**config.mk**
```make
export PLATFORM = sky130hd
export DESIGN_NAME = i2c_slave_seq
export DESIGN_NICKNAME = d
export VERILOG_FILES = /design/src/rtl/i2c_slave_seq_pkg.sv /design/src/rtl/glitch_filter.sv /design/src/rtl/i2c_slave_seq.sv
export SDC_FILE = /design/constraint.sdc
export NUM_CORES = 1
export LEC_CHECK = 0
export ABC_AREA = 1
export CAP_MARGIN = 10
export CORE_MARGIN = 2
export CORE_UTILIZATION = 35
export DETAILED_ROUTE_END_ITERATION = 8
export HOLD_SLACK_MARGIN = 0.1
export PLACE_DENSITY_LB_ADDON = 0.15
export SLEW_MARGIN = 20
export SYNTH_ARGS = -nofsm -noshare
export SYNTH_HDL_FRONTEND = slang
export SYNTH_HIERARCHICAL = 1
export SYNTH_SLANG_ARGS = --single-unit
```
**constraint.sdc**
```tcl
create_clock -name clk -period 1.4 [get_ports clk]
set_input_delay 0.14 -clock clk [delete_from_list [all_inputs] [get_ports clk]]
set_output_delay 0.14 -clock clk [all_outputs]
set_load 0.02 [all_outputs]
```
**src/rtl/i2c_slave_seq_pkg.sv**
```systemverilog
// Shared types and constants for the I2C slave bit/byte sequencer.
// Holds the FSM encoding, ACK/NACK line levels and the underrun fill byte.
package i2c_slave_seq_pkg;

  typedef enum logic [2:0] {
    IDLE     = 3'd0,
    ADDR     = 3'd1,
    ACK_OUT  = 3'd2,
    NACK_OUT = 3'd3,
    RX       = 3'd4,
    TX       = 3'd5,
    MACK     = 3'd6,
    IGNORE   = 3'd7
  } state_t;

  localparam logic       I2C_ACK  = 1'b0;
  localparam logic       I2C_NACK = 1'b1;
  localparam logic [7:0] FF_BYTE  = 8'hFF;

endpackage

```
**src/rtl/glitch_filter.sv**
```systemverilog
// Two-flop synchroniser plus SIZE-sample agreement window; output moves only when
// SIZE consecutive samples agree. Latency SIZE+2 clk; no backpressure.
module glitch_filter #(
  parameter int   SIZE    = 3,
  parameter logic RST_VAL = 1'b1
) (
  input  logic clk,
  input  logic rst,
  input  logic din,
  output logic dout
);

  logic [1:0]      sync;
  logic [SIZE-2:0] hist;
  logic [SIZE-1:0] win;

  assign win = {hist, sync[1]};

  always_ff @(posedge clk) begin
    if (!rst) begin
      sync <= {2{RST_VAL}};
      hist <= {(SIZE-1){RST_VAL}};
      dout <= RST_VAL;
    end else begin
      sync <= {sync[0], din};
      hist <= win[SIZE-2:0];
      if (&win)       dout <= 1'b1;
      else if (~|win) dout <= 1'b0;
    end
  end

endmodule

```
**src/rtl/i2c_slave_seq.sv**
```systemverilog
// I2C slave bit/byte sequencer: filtered START/STOP detection, address match, RX/TX shifting,
// open-drain SDA drive. I2C_CLK_STRETCH_EN: hold SCL low instead of sending an underrun byte.
module i2c_slave_seq
  import i2c_slave_seq_pkg::*;
#(
  parameter logic [6:0] SLAVE_ADDR  = 7'h50,
  parameter int         FILTER_SIZE = 3
) (
  input  logic       clk,
  input  logic       rst,
  input  logic       scl_in,
  input  logic       sda_in,
  output logic       sda_oe,
  output logic       scl_oe,
  output logic       start,
  output logic       stop,
  output logic       addr_hit,
  output logic       rw,
  output logic [7:0] rx_data,
  output logic       rx_valid,
  input  logic       rx_full,
  output logic       tx_req,
  input  logic [7:0] tx_data,
  input  logic       tx_valid,
  output logic       tx_underrun
);

  logic scl_h, sda_h, scl_q, sda_q;
  logic scl_r, scl_f, sda_r, sda_f, start_ev, stop_ev;

  glitch_filter #(.SIZE(FILTER_SIZE), .RST_VAL(1'b1)) u_scl_filt (
    .clk(clk), .rst(rst), .din(scl_in), .dout(scl_h));
  glitch_filter #(.SIZE(FILTER_SIZE), .RST_VAL(1'b1)) u_sda_filt (
    .clk(clk), .rst(rst), .din(sda_in), .dout(sda_h));

  assign scl_r    = scl_h & ~scl_q;
  assign scl_f    = ~scl_h & scl_q;
  assign sda_r    = sda_h & ~sda_q;
  assign sda_f    = ~sda_h & sda_q;
  assign start_ev = sda_f & scl_h;
  assign stop_ev  = sda_r & scl_h;

  state_t     state, state_d;
  logic [2:0] bit_cnt, bit_cnt_d;
  logic [6:0] shreg, shreg_d;
  logic [6:0] tx_shift, tx_shift_d;
  logic [7:0] tx_buf, tx_buf_d, rx_data_d;
  logic       ack_phase, ack_phase_d, tx_load, tx_load_d, pending, pending_d;
  logic       rw_d, sda_oe_d, do_load;
  logic       start_d, stop_d, addr_hit_d, rx_valid_d, tx_req_d, tx_underrun_d;
`ifdef I2C_CLK_STRETCH_EN
  logic       scl_oe_d, scl_rel, scl_rel_d;
`else
  logic [7:0] ld_byte;
  assign scl_oe = 1'b0;
`endif

  always_comb begin
    state_d       = state;
    bit_cnt_d     = bit_cnt;
    shreg_d       = shreg;
    tx_shift_d    = tx_shift;
    tx_buf_d      = tx_buf;
    ack_phase_d   = ack_phase;
    tx_load_d     = tx_load;
    pending_d     = pending;
    rw_d          = rw;
    sda_oe_d      = sda_oe;
    rx_data_d     = rx_data;
    start_d       = 1'b0;
    stop_d        = 1'b0;
    addr_hit_d    = 1'b0;
    rx_valid_d    = 1'b0;
    tx_req_d      = 1'b0;
    tx_underrun_d = 1'b0;
    do_load       = 1'b0;
`ifdef I2C_CLK_STRETCH_EN
    scl_oe_d      = scl_oe;
    scl_rel_d     = 1'b0;
`else
    ld_byte       = 8'h00;
`endif

    if (pending && tx_valid) begin
      tx_buf_d  = tx_data;
      pending_d = 1'b0;
    end
`ifdef I2C_CLK_STRETCH_EN
    // Late byte while stretching: put MSB on SDA now, let SCL go one clk later.
    if (scl_oe && pending && tx_valid) begin
      tx_shift_d = tx_data[6:0];
      sda_oe_d   = ~tx_data[7];
      scl_rel_d  = 1'b1;
    end
    if (scl_rel) scl_oe_d = 1'b0;
`endif

    if (start_ev) begin
      state_d   = ADDR;
      bit_cnt_d = 3'd0;
      sda_oe_d  = 1'b0;
      start_d   = 1'b1;
      tx_load_d = 1'b0;
      pending_d = 1'b0;
`ifdef I2C_CLK_STRETCH_EN
      scl_oe_d  = 1'b0;
      scl_rel_d = 1'b0;
`endif
    end else if (stop_ev) begin
      state_d   = IDLE;
      sda_oe_d  = 1'b0;
      stop_d    = 1'b1;
      tx_load_d = 1'b0;
      pending_d = 1'b0;
`ifdef I2C_CLK_STRETCH_EN
      scl_oe_d  = 1'b0;
      scl_rel_d = 1'b0;
`endif
    end else begin
      case (state)
        ADDR: if (scl_r) begin
          shreg_d   = {shreg[5:0], sda_h};
          bit_cnt_d = bit_cnt + 3'd1;
          if (bit_cnt == 3'd7) begin
            if (shreg == SLAVE_ADDR) begin
              addr_hit_d  = 1'b1;
              rw_d        = sda_h;
              state_d     = ACK_OUT;
              ack_phase_d = 1'b0;
              if (sda_h) begin
                tx_req_d  = 1'b1;
                pending_d = 1'b1;
              end
            end else begin
              state_d = IGNORE;
            end
          end
        end
        ACK_OUT, NACK_OUT: if (scl_f) begin
          if (!ack_phase) begin
            ack_phase_d = 1'b1;
            sda_oe_d    = (state == ACK_OUT) ? ~I2C_ACK : 1'b0;
          end else begin
            ack_phase_d = 1'b0;
            sda_oe_d    = 1'b0;
            bit_cnt_d   = 3'd0;
            if (state == NACK_OUT) state_d = IGNORE;
            else if (rw) begin
              state_d = TX;
              do_load = 1'b1;
            end else state_d = RX;
          end
        end
        RX: if (scl_r) begin
          shreg_d   = {shreg[5:0], sda_h};
          bit_cnt_d = bit_cnt + 3'd1;
          if (bit_cnt == 3'd7) begin
            rx_data_d   = {shreg, sda_h};
            rx_valid_d  = 1'b1;
            ack_phase_d = 1'b0;
            state_d     = rx_full ? NACK_OUT : ACK_OUT;
          end
        end
        TX: if (scl_f) begin
          if (tx_load) do_load = 1'b1;
          else if (bit_cnt == 3'd7) begin
            sda_oe_d  = 1'b0;
            bit_cnt_d = 3'd0;
            state_d   = MACK;
          end else begin
            bit_cnt_d  = bit_cnt + 3'd1;
            sda_oe_d   = ~tx_shift[6];
            tx_shift_d = {tx_shift[5:0], 1'b0};
          end
        end
        MACK: if (scl_r) begin
          if (sda_h == I2C_NACK) state_d = IGNORE;
          else begin
            state_d   = TX;
            tx_load_d = 1'b1;
            tx_req_d  = 1'b1;
            pending_d = 1'b1;
          end
        end
        IGNORE:  sda_oe_d = 1'b0;
        default: sda_oe_d = 1'b0;
      endcase

      // Byte load happens on an SCL fall, so SDA may move immediately.
      if (do_load) begin
        tx_load_d = 1'b0;
        bit_cnt_d = 3'd0;
`ifdef I2C_CLK_STRETCH_EN
        if (pending_d) scl_oe_d = 1'b1;
        else begin
          tx_shift_d = tx_buf_d[6:0];
          sda_oe_d   = ~tx_buf_d[7];
        end
`else
        ld_byte = pending_d ? FF_BYTE : tx_buf_d;
        if (pending_d) begin
          tx_underrun_d = 1'b1;
          pending_d     = 1'b0;
        end
        tx_shift_d = ld_byte[6:0];
        sda_oe_d   = ~ld_byte[7];
`endif
      end
    end
  end

  always_ff @(posedge clk) begin
    if (!rst) begin
      scl_q <= 1'b1;  sda_q <= 1'b1;
      state <= IDLE;  bit_cnt <= 3'd0;
      shreg <= 7'd0;  tx_shift <= 7'd0;  tx_buf <= 8'd0;
      ack_phase <= 1'b0;  tx_load <= 1'b0;  pending <= 1'b0;
      rw <= 1'b0;  sda_oe <= 1'b0;  rx_data <= 8'd0;
      start <= 1'b0;  stop <= 1'b0;  addr_hit <= 1'b0;
      rx_valid <= 1'b0;  tx_req <= 1'b0;  tx_underrun <= 1'b0;
`ifdef I2C_CLK_STRETCH_EN
      scl_oe <= 1'b0;  scl_rel <= 1'b0;
`endif
    end else begin
      scl_q <= scl_h;  sda_q <= sda_h;
      state <= state_d;  bit_cnt <= bit_cnt_d;
      shreg <= shreg_d;  tx_shift <= tx_shift_d;  tx_buf <= tx_buf_d;
      ack_phase <= ack_phase_d;  tx_load <= tx_load_d;  pending <= pending_d;
      rw <= rw_d;  sda_oe <= sda_oe_d;  rx_data <= rx_data_d;
      start <= start_d;  stop <= stop_d;  addr_hit <= addr_hit_d;
      rx_valid <= rx_valid_d;  tx_req <= tx_req_d;  tx_underrun <= tx_underrun_d;
`ifdef I2C_CLK_STRETCH_EN
      scl_oe <= scl_oe_d;  scl_rel <= scl_rel_d;
`endif
    end
  end

endmodule
```
* Word-level counts from Yosys, hierarchy flattened
Cells that the tools add are included.
** Cells by class
- Add/sub/neg operators :: 1
- Equality and inequality tests :: 37
- Multiplexer cells :: 80
- Bitwise gates (word level) :: 20
- Reductions and logical operators :: 32
** Operator list (number)
- 3-bit 2-to-1 mux :: 18
- 1-bit 2-to-1 mux :: 46
- 4-bit inequality test, second input constant :: 10
- 7-bit 2-to-1 mux :: 5
- 2-bit inequality test, second input constant :: 11
- 11-bit AND reduction :: 2
- 8-bit 2-to-1 mux :: 2
- 3-bit case mux with 5 select lines :: 1
- 1-bit inverter :: 14
- 3-bit equality test, second input constant :: 4
- 3-bit inequality test, second input constant :: 4
- 6-bit AND reduction :: 2
- 3-bit OR reduction :: 4
- 2-bit OR reduction :: 5
- 3-bit case mux with 3 select lines :: 1
- 3-bit AND reduction :: 3
- 9-bit AND reduction :: 1
- 4-bit AND reduction :: 2
- 4-bit OR reduction :: 2
- 7-bit equality test, second input constant :: 1
- 7-bit AND reduction :: 1
- 7-bit nonzero test :: 1
- 1-bit AND :: 6
- 3-bit by 2-bit equality test with 1-bit output, second input constant :: 2
- 15 further kinds :: 22
** Word-level totals
- Register bits :: 59
- Input port bits :: 14
- Output and inout bits :: 17

* Longest topological paths before layout
Gate-level depths: netlist of run 1.
- Depth after elaboration :: 12
- Gate-level depth with buffers :: 12
- Depth with buffers taken out :: 11

* Cells and area by module
The synthesis of run 1 kept the hierarchy.
** Modules (own cells, without submodules)
- i2c_slave_seq :: times used 1, cells each 366, area an instance 2422.3 um^2, seq. area each 980.9 um^2
- glitch_filter :: times used 2, cells each 21, area an instance 161.4 um^2, seq. area each 100.1 um^2

* Least setup slack after synthesis of run 1
No wires, ideal clock.
- Path kind :: register -> register
- Start :: register bit_cnt[0]
- End :: register state[0]
- Setup time :: 0.111 ns
- Arrival time :: 1.360 ns
- Setup slack :: -0.071 ns
- Cell stages (with the launch flop) :: 12
- Path buffers :: 0
- Period minus slack after synthesis :: 1.471 ns
- Cell sequence :: dfxtp_1 > ha_1 > ha_1 > inv_1 > nand3_1 > nand2_1 > nor2_1 > nand3_1 > nand2_1 > inv_1 > nor2_1 > nor2_1
** Between the ends
- Longest elaborated chain between the ends :: 3
** RTL lines
- start: declaration :: RTL line i2c_slave_seq.sv:44 : logic [2:0] bit_cnt, bit_cnt_d;
- start signal: assignment :: RTL line i2c_slave_seq.sv:226 : state <= state_d; bit_cnt <= bit_cnt_d;
- 3-bit equality test * :: RTL line i2c_slave_seq.sv:124, i2c_slave_seq.sv:157, i2c_slave_seq.sv:166
- 4-bit inequality test (no source line)
- 11-bit AND reduction (no source line) *
- end signal: assignment :: RTL line i2c_slave_seq.sv:226
- end: declaration :: RTL line i2c_slave_seq.sv:43 : state_t state, state_d;
Every way passes the cells marked *; elsewhere a longest branch is shown, timed or not.
A chain may end at the register's enable or synchronous reset.

* Final worst setup path of run 1
- Start :: register state[2]
- End :: register bit_cnt[1]
** Between the ends
- Longest elaborated chain between the ends :: 9
** RTL lines
- 3-bit by 2-bit equality test with 1-bit output :: RTL line i2c_slave_seq.sv:120, i2c_slave_seq.sv:147
- 1-bit 2-to-1 mux :: RTL line i2c_slave_seq.sv:147 : if (state == NACK_OUT) state_d = IGNORE;
- 1-bit 2-to-1 mux :: RTL line i2c_slave_seq.sv:140 : if (!ack_phase) begin
- 1-bit 2-to-1 mux :: RTL line i2c_slave_seq.sv:139 : ACK_OUT, NACK_OUT: if (scl_f) begin
- 1-bit case mux with 2 select lines :: RTL line i2c_slave_seq.sv:120 : case (state)
- 1-bit 2-to-1 mux :: RTL line i2c_slave_seq.sv:109 : end else if (stop_ev) begin
- 1-bit 2-to-1 mux :: RTL line i2c_slave_seq.sv:98 : if (start_ev) begin
- 3-bit inequality test (no source line) (tied with other cells)
- 7-bit AND reduction (no source line)
Several ways; a longest one is shown, not always the timed one. The select of a mux whose other input is x is not followed.

==> results.yml, run 1 <==
outcome:
  outcome: "complete, but fails checks"
  violations: "negative setup slack"
sta:
  min_period_ns: 1.53
  fin_ws_ns: -0.131
  rsz0062_at_grt: "true"
  finalClockSkew_ns: 0.00582
  finalSetupViolations: 16
  hold_ws_ns: 0.318
  fin_crit_sh: 1.09
  max_freq_mhz: 653
  hold_violations: 0
  slew_violations: 0
  tns_ns: -1.06
flow_run:
  cap_violations: 0
place:
  dp_slack_ns: -0.228
  place_congestion: 0.899
  place_area_um2: 3620
  port_buffers: 29
  hpwl_mm: 5.29
  dp.cells: 592
logic_synthesis:
  synth_seq_area_share: 0.430
  yosys_warnings: 6
  synthCells: 408
  yosys_register_bits: 59
  syn_nets: 424
  syn-cell-area_um2: 2750
  synth_edf_count: 0
  synth_top_area_cell: "dfxtp_1"
  yosys.area.top_type_share: 0.430
  ys.flop_type: "dfxtp_1"
  synthMostInstantiatedCell: "nand2_1"
  ys_top_cells_by_area: "dfxtp_1, nand2_1, nor2_1"
  synth_cell_type_count: 29
  yosys-top-cells-count: "nand2_1, nor2_1, dfxtp_1, inv_1, nand3_1"
  synthArstFlopShare: 0
  syn-mean-instance-area_um2: 6.73
finish:
  drive_above_1_share: 0.381
  fillers: 718
  area_delta_synth_final_pct: 61.3
  num-nets-final: 537
  stdcell_count: 627
  postLayoutCellArea_um2: 4430
  utilization: 0.579
  n_antenna_cell: 0
clocking:
  cts_tree: "yes"
  clk_pin_slew_ns: 0.07
  cts_max_path_buffers: 2
  clock_tree.root_cell: "clkbuf_8"
  h-tree-depth: 3
  hold_buffers: 0
  cts.sinks: 59
  cts_made_buffers: 9
  clkLatencyLatePin_ns: 0.34
global_route:
  grt_util_all_layers: 0.181
  grt_first_pass_wirelength_mm: 12.0
  grt_overflow: 0
  grt_pass1_vias: 2688
  antenna_found_initial: 0
  grt_max_degree: 19
route:
  dr.pass1.iters: 4
  wl_per_cell_um: 12.1
  drc_errors: 0
  avgViaCountPerCell: 4.57
  routed_wl_mm: 7.62
  drtAntennaViolNets: 0
  dr_total_vias: 2868
  first_iter_violations: 104
setup_path:
  cpMaxStageDelayCell: "dfxtp_4"
  crit_arrival_ns: 1.81
  r2r_slack_ns: -0.13
  crit_buf_inv: 3
  crit_path_end_kind: "register"
  cp_cell_sequence: "buf_6 -> nor2_4 -> nand2_2 -> nand2_4 -> inv_2 -> nand4_1 -> inv_2 -> nand2_1 -> nand2_1 -> nor2_1"
  path_max_fanout: 6
  critPathKind: "register to register"
  cp_slowest_stage_delay_ns: 0.36
  worstPathRequired_ns: 1.68
  cp_top_family: "simple AND/OR/NAND/NOR gates"
  start_kind: "register"
floorplanning:
  rows: 32
  core_area_um2: 7650
  design.portCount: 31
  initial_utilization: 0.359
  fp.dieH_um: 92.6
  dieWidth_um: 92.6
  die_area_um2: 8570
power_and_ir_drop:
  power_leakage_nw: 2.27
  irDropWorstVdd_mv: 0.597
  powerDensity_nw_per_um2: 1140
  total_power_mw: 5.07
min_path:
  hp-class: "primary input to register"
## cell usage in the layout, fill, tap and decap left out, types with 2 or more instances in the layout
| cell type | synthesis | routed |
|---|---|---|
| buf_12 | 0 | 4 |
| nand2_2 | 4 | 20 |
| clkinv_2 | 0 | 2 |
| clkdlybuf4s50_1 | 0 | 13 |
| nand4_1 | 3 | 3 |
| dlygate4sd2_1 | 0 | 16 |
| ha_4 | 0 | 2 |
| mux2i_1 | 6 | 6 |
| bufinv_16 | 0 | 2 |
| buf_6 | 1 | 14 |
| clkbuf_8 | 0 | 10 |
| nand2_1 | 100 | 76 |
| buf_4 | 2 | 60 |
| nor2_2 | 3 | 9 |
| a21oi_1 | 12 | 9 |
| dfxtp_2 | 0 | 3 |
| nor3_2 | 0 | 2 |
| inv_2 | 14 | 13 |
| dfxtp_1 | 59 | 52 |
| o21ai_0 | 7 | 6 |
| inv_4 | 0 | 6 |
| dfxtp_4 | 0 | 4 |
| nand2_8 | 0 | 3 |
| o21ai_2 | 0 | 4 |
| nand2_4 | 1 | 6 |
| nor2_1 | 80 | 67 |
| a21oi_2 | 1 | 4 |
| nand3_4 | 1 | 5 |
| nand3_2 | 3 | 14 |
| nor2_4 | 1 | 8 |
| inv_1 | 48 | 42 |
| o21ai_1 | 15 | 12 |
| nand3_1 | 33 | 19 |
## power by group
group	leakage, nW	total, mW	internal, mW	switching, mW
Sequential	0.480	1.82	1.75	0.0731
Combinational	1.69	1.53	0.693	0.841
Clock	0.108	1.71	1.03	0.679
Total	2.27	5.07	3.48	1.59
## cell type report
class	count	area, um^2	area share
multi-input cells	281	1660	0.376
flip-flops and latches	59	1200	0.271
clock buffers	10	138	0.0311
clock inverters	5	77.6	0.0175
inverters	62	258	0.0582
repair inverters	1	6.26	0.00141
repair buffers	107	958	0.216
well taps	102	128	0.0288
## tightest hold or removal path: stages
cell	delay, ns
clkdlybuf4s50_1	0.39
inv_1	0.05
nand2_1	0.04
## metal layers
layer  vias to the layer above  routed length (um)  part of all wire  track usage
li1                       1504                   -                 -            -
met1                      1305                3440              0.45        0.215
met2                        41                3690              0.48        0.302
met3                        18                 294             0.039       0.0561
met4                         0                 187             0.025       0.0771
met5                         -                   0                 0            0
## cell families after synthesis
group / after synthesis / share of synthesized area
AOI/OAI and AO/OA: 37 / 0.0706
muxes: 6 / 0.0219
other: 1 / 0.00137
buffers and inverters: 69 / 0.0998
and+or+nand+nor: 234 / 0.367
DFF: 59 / 0.430
adders and majority gates: 2 / 0.00911
## path summary, 6_finish.rpt
kind                      start                 end  depth (start not counted)
min                      sda_in  u_sda_filt/sync[0]                          3
max                    state[2]          bit_cnt[1]                         10
max reg2reg            state[2]          bit_cnt[1]                         10
min reg2reg  u_sda_filt/sync[0]  u_sda_filt/sync[1]                          2
## sequential cells by signal, summed over array words and instances (netlist names), 2 cells and up
register	count
rx_data	8
tx_buf	8
shreg	7
tx_shift	7
bit_cnt	3
state	3
u_scl_filt/hist	2
u_scl_filt/sync	2
u_sda_filt/hist	2
u_sda_filt/sync	2
## timing repair
action,CTS,global route
gates cloned,1,1
setup buffers,5,13
resized for setup,60,79
endpoints found under the setup margin,48,35
hold endpoints to repair,0,0
pin swaps,15,30
(Power assumes the default switching activity.)
==> run 2, diff against run 1 <==
CTS_CLUSTER_SIZE = 12   (was default)
HOLD_SLACK_MARGIN = default   (was 0.1)
==> results of run 2 <==
Same layout as run 1: the final DEF is identical, and so are final timing and power.
